File: config.mk
export PLATFORM = sky130hd
export DESIGN_NAME = ic_identify_sequencer
export DESIGN_NICKNAME = d
export VERILOG_FILES = /design/src/rtl/ic_identify_sequencer.sv
export SDC_FILE = /design/constraint.sdc
export NUM_CORES = 1
export LEC_CHECK = 0
export BUFFER_PORTS_ARGS = -buffer_cell sky130_fd_sc_hd__buf_2
export CAP_MARGIN = 30
export CORE_MARGIN = 4
export CORE_UTILIZATION = 30
export DETAILED_ROUTE_END_ITERATION = 10
export GPL_ROUTABILITY_DRIVEN = 0
export GPL_TIMING_DRIVEN = 0
export PLACE_DENSITY = 0.46
export SYNTH_ARGS = -nofsm -noshare
export SYNTH_HDL_FRONTEND = slang
export SYNTH_SLANG_ARGS = --single-unit
File: constraint.sdc
create_clock -name clk -period 2.7 [get_ports clk]
set_clock_uncertainty 0.15 [all_clocks]
set_input_delay 0.54 -clock clk [delete_from_list [all_inputs] [get_ports clk]]
set_output_delay 0.54 -clock clk [all_outputs]
set_load 0.02 [all_outputs]
File: src/rtl/ic_identify_sequencer.sv
// Automatic part-identification sequencer: walks the logical function checker
// through every (tester, gate) candidate, samples pass/fail and reports matches.
module ic_identify_sequencer #(
    parameter int unsigned SETTLE_CYCLES = 100000010,
    parameter int unsigned NUM_GATES     = 6,
    parameter int unsigned STOP_ON_FIRST = 1
) (
    input  logic       clk,
    input  logic       rst,
    input  logic       start,
    input  logic       abort,
    input  logic       dut_pass,
    input  logic       dut_fail,
    output logic [2:0] tester_sel,
    output logic [2:0] gate_sel,
    output logic       busy,
    output logic       done,
    output logic       found,
    output logic [2:0] found_tester,
    output logic [2:0] found_gate,
    output logic [5:0] match_count,
    output logic [5:0] cand_index
);

    localparam int unsigned NUM_CAND = 1 + 4 * NUM_GATES;
    localparam int unsigned CNT_W    = (SETTLE_CYCLES > 1) ? $clog2(SETTLE_CYCLES) : 1;
    localparam logic [CNT_W-1:0] CNT_LAST  = CNT_W'(SETTLE_CYCLES - 1);
    localparam logic [5:0]       LAST_IDX  = 6'(NUM_CAND - 1);
    localparam logic [2:0]       LAST_GATE = 3'(NUM_GATES - 1);

    typedef enum logic [1:0] {
        IDLE,
        SETTLE,
        SAMPLE,
        DONE
    } state_t;

    state_t           state_q, state_d;
    logic [CNT_W-1:0] cnt_q, cnt_d;
    logic [2:0]       tester_q, tester_d;
    logic [2:0]       gate_q, gate_d;
    logic [5:0]       cand_q, cand_d;
    logic             busy_q, busy_d;
    logic             done_q, done_d;
    logic             found_q, found_d;
    logic [2:0]       ftester_q, ftester_d;
    logic [2:0]       fgate_q, fgate_d;
    logic [5:0]       mcount_q, mcount_d;

    logic match;
    logic stop;

    assign match = dut_pass & ~dut_fail;

    always_comb begin
        state_d   = state_q;
        cnt_d     = cnt_q;
        tester_d  = tester_q;
        gate_d    = gate_q;
        cand_d    = cand_q;
        busy_d    = busy_q;
        done_d    = done_q;
        found_d   = found_q;
        ftester_d = ftester_q;
        fgate_d   = fgate_q;
        mcount_d  = mcount_q;
        stop      = 1'b0;

        case (state_q)
            IDLE, DONE: begin
                if (start) begin
                    state_d   = SETTLE;
                    cnt_d     = '0;
                    tester_d  = '0;
                    gate_d    = '0;
                    cand_d    = '0;
                    busy_d    = 1'b1;
                    done_d    = 1'b0;
                    found_d   = 1'b0;
                    ftester_d = '0;
                    fgate_d   = '0;
                    mcount_d  = '0;
                end
            end

            SETTLE: begin
                if (cnt_q == CNT_LAST) begin
                    state_d = SAMPLE;
                end else begin
                    cnt_d = cnt_q + 1'b1;
                end
            end

            SAMPLE: begin
                if (match) begin
                    if (mcount_q != '1) begin
                        mcount_d = mcount_q + 6'd1;
                    end
                    if (!found_q) begin
                        found_d   = 1'b1;
                        ftester_d = tester_q;
                        fgate_d   = gate_q;
                    end
                end
                stop = (match && (STOP_ON_FIRST != 0)) || (cand_q == LAST_IDX);
                if (stop) begin
                    // Selects are left on the final candidate so the checker keeps showing it.
                    state_d = DONE;
                    busy_d  = 1'b0;
                    done_d  = 1'b1;
                end else begin
                    state_d = SETTLE;
                    cnt_d   = '0;
                    cand_d  = cand_q + 6'd1;
                    if (cand_q == '0) begin
                        tester_d = 3'd1;
                        gate_d   = '0;
                    end else if (gate_q == LAST_GATE) begin
                        tester_d = tester_q + 3'd1;
                        gate_d   = '0;
                    end else begin
                        gate_d = gate_q + 3'd1;
                    end
                end
            end

            default: state_d = IDLE;
        endcase

        // Abort outranks both start and the sample decision; ignored when already idle.
        if (abort && (state_q != IDLE)) begin
            state_d   = IDLE;
            cnt_d     = '0;
            tester_d  = '0;
            gate_d    = '0;
            cand_d    = '0;
            busy_d    = 1'b0;
            done_d    = 1'b0;
            found_d   = 1'b0;
            ftester_d = '0;
            fgate_d   = '0;
            mcount_d  = '0;
        end
    end

    always_ff @(posedge clk) begin
        if (rst) begin
            state_q   <= IDLE;
            cnt_q     <= '0;
            tester_q  <= '0;
            gate_q    <= '0;
            cand_q    <= '0;
            busy_q    <= 1'b0;
            done_q    <= 1'b0;
            found_q   <= 1'b0;
            ftester_q <= '0;
            fgate_q   <= '0;
            mcount_q  <= '0;
        end else begin
            state_q   <= state_d;
            cnt_q     <= cnt_d;
            tester_q  <= tester_d;
            gate_q    <= gate_d;
            cand_q    <= cand_d;
            busy_q    <= busy_d;
            done_q    <= done_d;
            found_q   <= found_d;
            ftester_q <= ftester_d;
            fgate_q   <= fgate_d;
            mcount_q  <= mcount_d;
        end
    end

    assign tester_sel   = tester_q;
    assign gate_sel     = gate_q;
    assign busy         = busy_q;
    assign done         = done_q;
    assign found        = found_q;
    assign found_tester = ftester_q;
    assign found_gate   = fgate_q;
    assign match_count  = mcount_q;
    assign cand_index   = cand_q;

endmodule

==> Implementation_results.wiki <==
{| class="wikitable"
! Metric !! Value
|-
| Run status || complete, no violations
|-
| Worst endpoint required time || 2.76 ns
|-
| Setup repair after global routing missed its margin || no
|-
| Post-Synthesis Mean Instance Area || 8.32 um^2
|-
| Total Power Consumption || 1650 uW
|-
| Post-Synthesis Cell Area || 0.00319 mm^2
|-
| Number of remaining DRC errors || 0
|-
| CTS clk-pin slew, worst paths || 0.10 ns
|-
| Kind of path behind the tightest hold check || reg2reg
|-
| Combined area of the multi-input logic cells || 0.00197 mm^2
|-
| Post-synth EDFFs || 0
|-
| Commonest register cell after synthesis || sky130_fd_sc_hd__dfxtp_1
|-
| Number of instances in the synthesized netlist || 384
|-
| Number of rows in the core area || 37
|-
| Post-place setup slack || -0.109 ns
|-
| Synthesized net count || 400
|-
| Longest Clk Path Bufs || 2
|-
| Number of unique standard cell types used by synthesis || 70
|-
| CTS tree || built
|-
| Wire per inst || 16.1 um
|-
| Count of antenna diodes in the layout || 0
|-
| Final critical-path share of the clock period || 92.8%
|-
| Kind of capture point of the worst setup path || register
|-
| Sequential power share || 51.2%
|-
| H-Tree Depth || 2
|-
| Number of warnings reported in the yosys synthesis log || 0
|-
| Part of the power in the clock network || 30.2%
|-
| Startpoint kind of the worst setup timing path || register
|-
| Number of buffers added on ports || 32
|-
| Die area || 0.0124 mm^2
|-
| Fraction of final layout cells with drive strength greater than 1 || 16.7%
|-
| Total of endpoints with negative setup slack in the final report || 0
|-
| Category of the most critical setup path || reg2reg
|-
| Remaining max-slew budget at the tightest pin || 55.8%
|-
| HPWL reported at the end of detailed placement || 6.69 mm
|-
| Delay of the slowest cell on the worst path || 0.44 ns
|-
| Power per standard cell area || 450 mW/mm^2
|-
| Internal power consumption || 1140 uW
|-
| DRC marker count from the first detailed-route iteration || 187
|-
| Number of sinks handled by clock tree synthesis || 56
|-
| Fraction of power spent switching nets || 30.9%
|-
| Flop and latch count out of synthesis || 56
|-
| Sequential cell area in the final layout || 0.00112 mm^2
|-
| Highest clock frequency the design can meet || 399 MHz
|-
| Maximum vdd ir drop || 0.236 mV
|-
| # IOs || 33
|-
| Max FO, Critical Path || 10
|-
| Power dissipated by switching net loads || 509 uW
|-
| Series of cell instances along the critical path || ha_1 -> nor4bb_1 -> nand3_1 -> o21ai_4 -> nor2_1 -> buf_6 -> a221o_1
|-
| Final wirelength || 9.05 mm
|-
| Remaining global-route overflow || 0
|-
| Portion of total power attributed to combinational logic || 18.6%
|-
| Worst path setup slack after routing || 0.195 ns
|-
| MaxCap Viol Count || 0
|-
| Share of async-settable or async-resettable flops after synthesis || 0%
|-
| Slowest cell on the critical path || sky130_fd_sc_hd__dfxtp_1
|-
| Chip width || 111 um
|-
| Count of final hold-check violations || 0
|-
| Total number of vias || 3047
|-
| Placeable core region || 0.0103 mm^2
|-
| Vertical die dimension || 111 um
|-
| Detailed-route vias per instance || 5.42
|-
| Clock tree root buffer cell || sky130_fd_sc_hd__clkbuf_8
|-
| Area Growth Syn to Fin || 14.5%
|-
| Crit path time final || 2.50 ns
|-
| DRT antenna net count || 0
|-
| Number of fillers in the final layout || 1085
|-
| Worst Path Arrival || 2.57 ns
|-
| Initial standard-cell utilization of the core || 30.9%
|-
| Clock buffers created by TritonCTS || 5
|-
| Total global routing track utilization || 15.0%
|-
| Leakage power of the design || 0.00129 uW
|-
| Number of global-route vias before repair || 2994
|-
| Number of search-and-repair iterations in the first detailed-routing pass || 4
|-
| Worst Tran Pin Value || 0.663 ns
|-
| Largest net degree at the start of global routing || 17
|-
| Clock latency on the worst-skew pair || 0.32 ns
|-
| Sequential cell area fraction in the yosys report || 35.1%
|-
| Initial antenna violation count || 0
|-
| Wire length of the first global-routing pass || 15.4 mm
|-
| Max Slew Vio Count || 0
|-
| Count of nets after finishing || 442
|}
==> registers in the layout (all words and copies together) (netlist names) <==
| name | flops |
|---|---|
| found_gate | 3 |
| gate_sel | 3 |
| busy | 1 |
| match_count | 6 |
| cand_index | 6 |
| found | 1 |
| found_tester | 3 |
| cnt_q | 27 |
| done | 1 |
| state_q | 2 |
| tester_sel | 3 |
==> cell usage after synthesis (7+ instances only) <==
master	count	area share (%)
sky130_fd_sc_hd__nand3_1	30	4.7
sky130_fd_sc_hd__inv_1	12	1.4
sky130_fd_sc_hd__nand2_1	41	4.8
sky130_fd_sc_hd__nor3_1	15	2.4
sky130_fd_sc_hd__clkbuf_1	8	0.94
sky130_fd_sc_hd__ha_1	10	3.9
sky130_fd_sc_hd__a21oi_1	29	4.5
sky130_fd_sc_hd__o21ai_0	20	3.1
sky130_fd_sc_hd__nor4_1	7	1.4
sky130_fd_sc_hd__nand4_1	13	2.5
sky130_fd_sc_hd__a221o_1	7	2.2
sky130_fd_sc_hd__dfxtp_1	56	35
sky130_fd_sc_hd__nor2_1	24	2.8
==> power by group through the flow <==
stage / logic, uW / registers (uW) / clock network [uW]
6_report: 306 / 842 / 497
5_1_grt: 342 / 844 / 547
4_1_cts: 291 / 843 / 515
3_5_place_dp: 287 / 862 / 0
3_3_place_gp: 291 / 861 / 0
2_1_floorplan: 195 / 863 / 0
==> path summary, 6_finish.rpt <==
kind / start / endpoint / slack (ns) / cells past startpoint
min: found_tester[2]$_SDFFE_PP0P_ / found_tester[2]$_SDFFE_PP0P_ / 0.31 / 2
max: cnt_q[0]$_SDFFE_PP0P_ / cnt_q[20]$_SDFFE_PP0P_ / 0.20 / 7
min reg2reg: found_tester[2]$_SDFFE_PP0P_ / found_tester[2]$_SDFFE_PP0P_ / 0.31 / 2
max reg2reg: cnt_q[0]$_SDFFE_PP0P_ / cnt_q[20]$_SDFFE_PP0P_ / 0.20 / 7
==> cells by family (layout without fill, tap and decap cells) <==
group	count (synthesis)	after routing	synth area share, %
buffers and inverters	25	67	3.72
adder cells (fa/ha/maj)	10	10	3.92
AND/OR/NAND/NOR	182	182	32.6
XOR/XNOR	8	8	2.19
flip-flops	56	56	35.1
AO/OA/AOI/OAI	98	98	20.8
multiplexers	5	5	1.65
==> timing repair <==
item | in CTS | in global routing
gates resized for setup | 1 | 3
setup buffers | 0 | 4
hold endpoints to repair | 0 | 0
hold buffers | 0 | 0
endpoints found under the setup margin | 12 | 25
gates cloned | 0 | 0
pin swaps | 0 | 2
==> through the flow <==
stage	instance area, um^2	std cells	TNS (ns)	util, %	hold WS [ns]
floorplan	3190	384	0	-	0.331
global placement	3520	552	-0.361	34.1	0.287
detailed placement	3520	552	-0.484	34.1	0.291
CTS	3620	559	0	35.1	0.312
global route	3660	562	0	35.4	0.328
finish	3660	562	0	35.4	0.311
==> routing by layer <==
metal  share of wire [%]  wire length, um  up-vias  global-route usage [%]
li1                    -                -     1528                       -
met1                  51             4650     1448                    20.8
met2                  44             4010       56                    23.7
met3                 2.8              255       15                    2.73
met4                 1.5              135        0                    4.87
met5                   0                0        -                       0
==> area by class of cell <==
type	count	area share, %
tap	136	4.65
sequential	56	30.7
buffer	12	1.95
timing repair buffer	36	5.20
clock buffer	6	2.26
inverter	12	1.23
clock inverter	1	0.240
multi-input combinational	303	53.8
==> worst max-delay path, delay by kind of cell, from the launching register on <==
family,cells,cell delay (ns)
adder cells (fa/ha/maj),1,0.18
flip-flops,1,0.44
AO/OA/AOI/OAI,2,0.69
AND/OR/NAND/NOR,3,0.78
buffers and inverters,1,0.16
==> cell usage in the layout, fill, tap and decap left out, types with 4 or more instances in the layout <==
| cell | count |
|---|---|
| sky130_fd_sc_hd__nor4_1 | 7 |
| sky130_fd_sc_hd__or4_1 | 4 |
| sky130_fd_sc_hd__dfxtp_1 | 56 |
| sky130_fd_sc_hd__a21oi_1 | 29 |
| sky130_fd_sc_hd__nand4b_1 | 4 |
| sky130_fd_sc_hd__clkbuf_1 | 6 |
| sky130_fd_sc_hd__xor2_1 | 4 |
| sky130_fd_sc_hd__o21ai_0 | 20 |
| sky130_fd_sc_hd__nand2_1 | 41 |
| sky130_fd_sc_hd__nand3_1 | 30 |
| sky130_fd_sc_hd__buf_4 | 4 |
| sky130_fd_sc_hd__buf_2 | 32 |
| sky130_fd_sc_hd__xnor2_1 | 4 |
| sky130_fd_sc_hd__clkbuf_8 | 7 |
| sky130_fd_sc_hd__inv_1 | 12 |
| sky130_fd_sc_hd__nor3_1 | 15 |
| sky130_fd_sc_hd__nor2_1 | 24 |
| sky130_fd_sc_hd__a31oi_1 | 4 |
| sky130_fd_sc_hd__and3_1 | 5 |
| sky130_fd_sc_hd__a221o_1 | 7 |
| sky130_fd_sc_hd__or3_1 | 5 |
| sky130_fd_sc_hd__ha_1 | 10 |
| sky130_fd_sc_hd__nand4_1 | 13 |
Note: power is estimated with default switching activity, not from simulation.
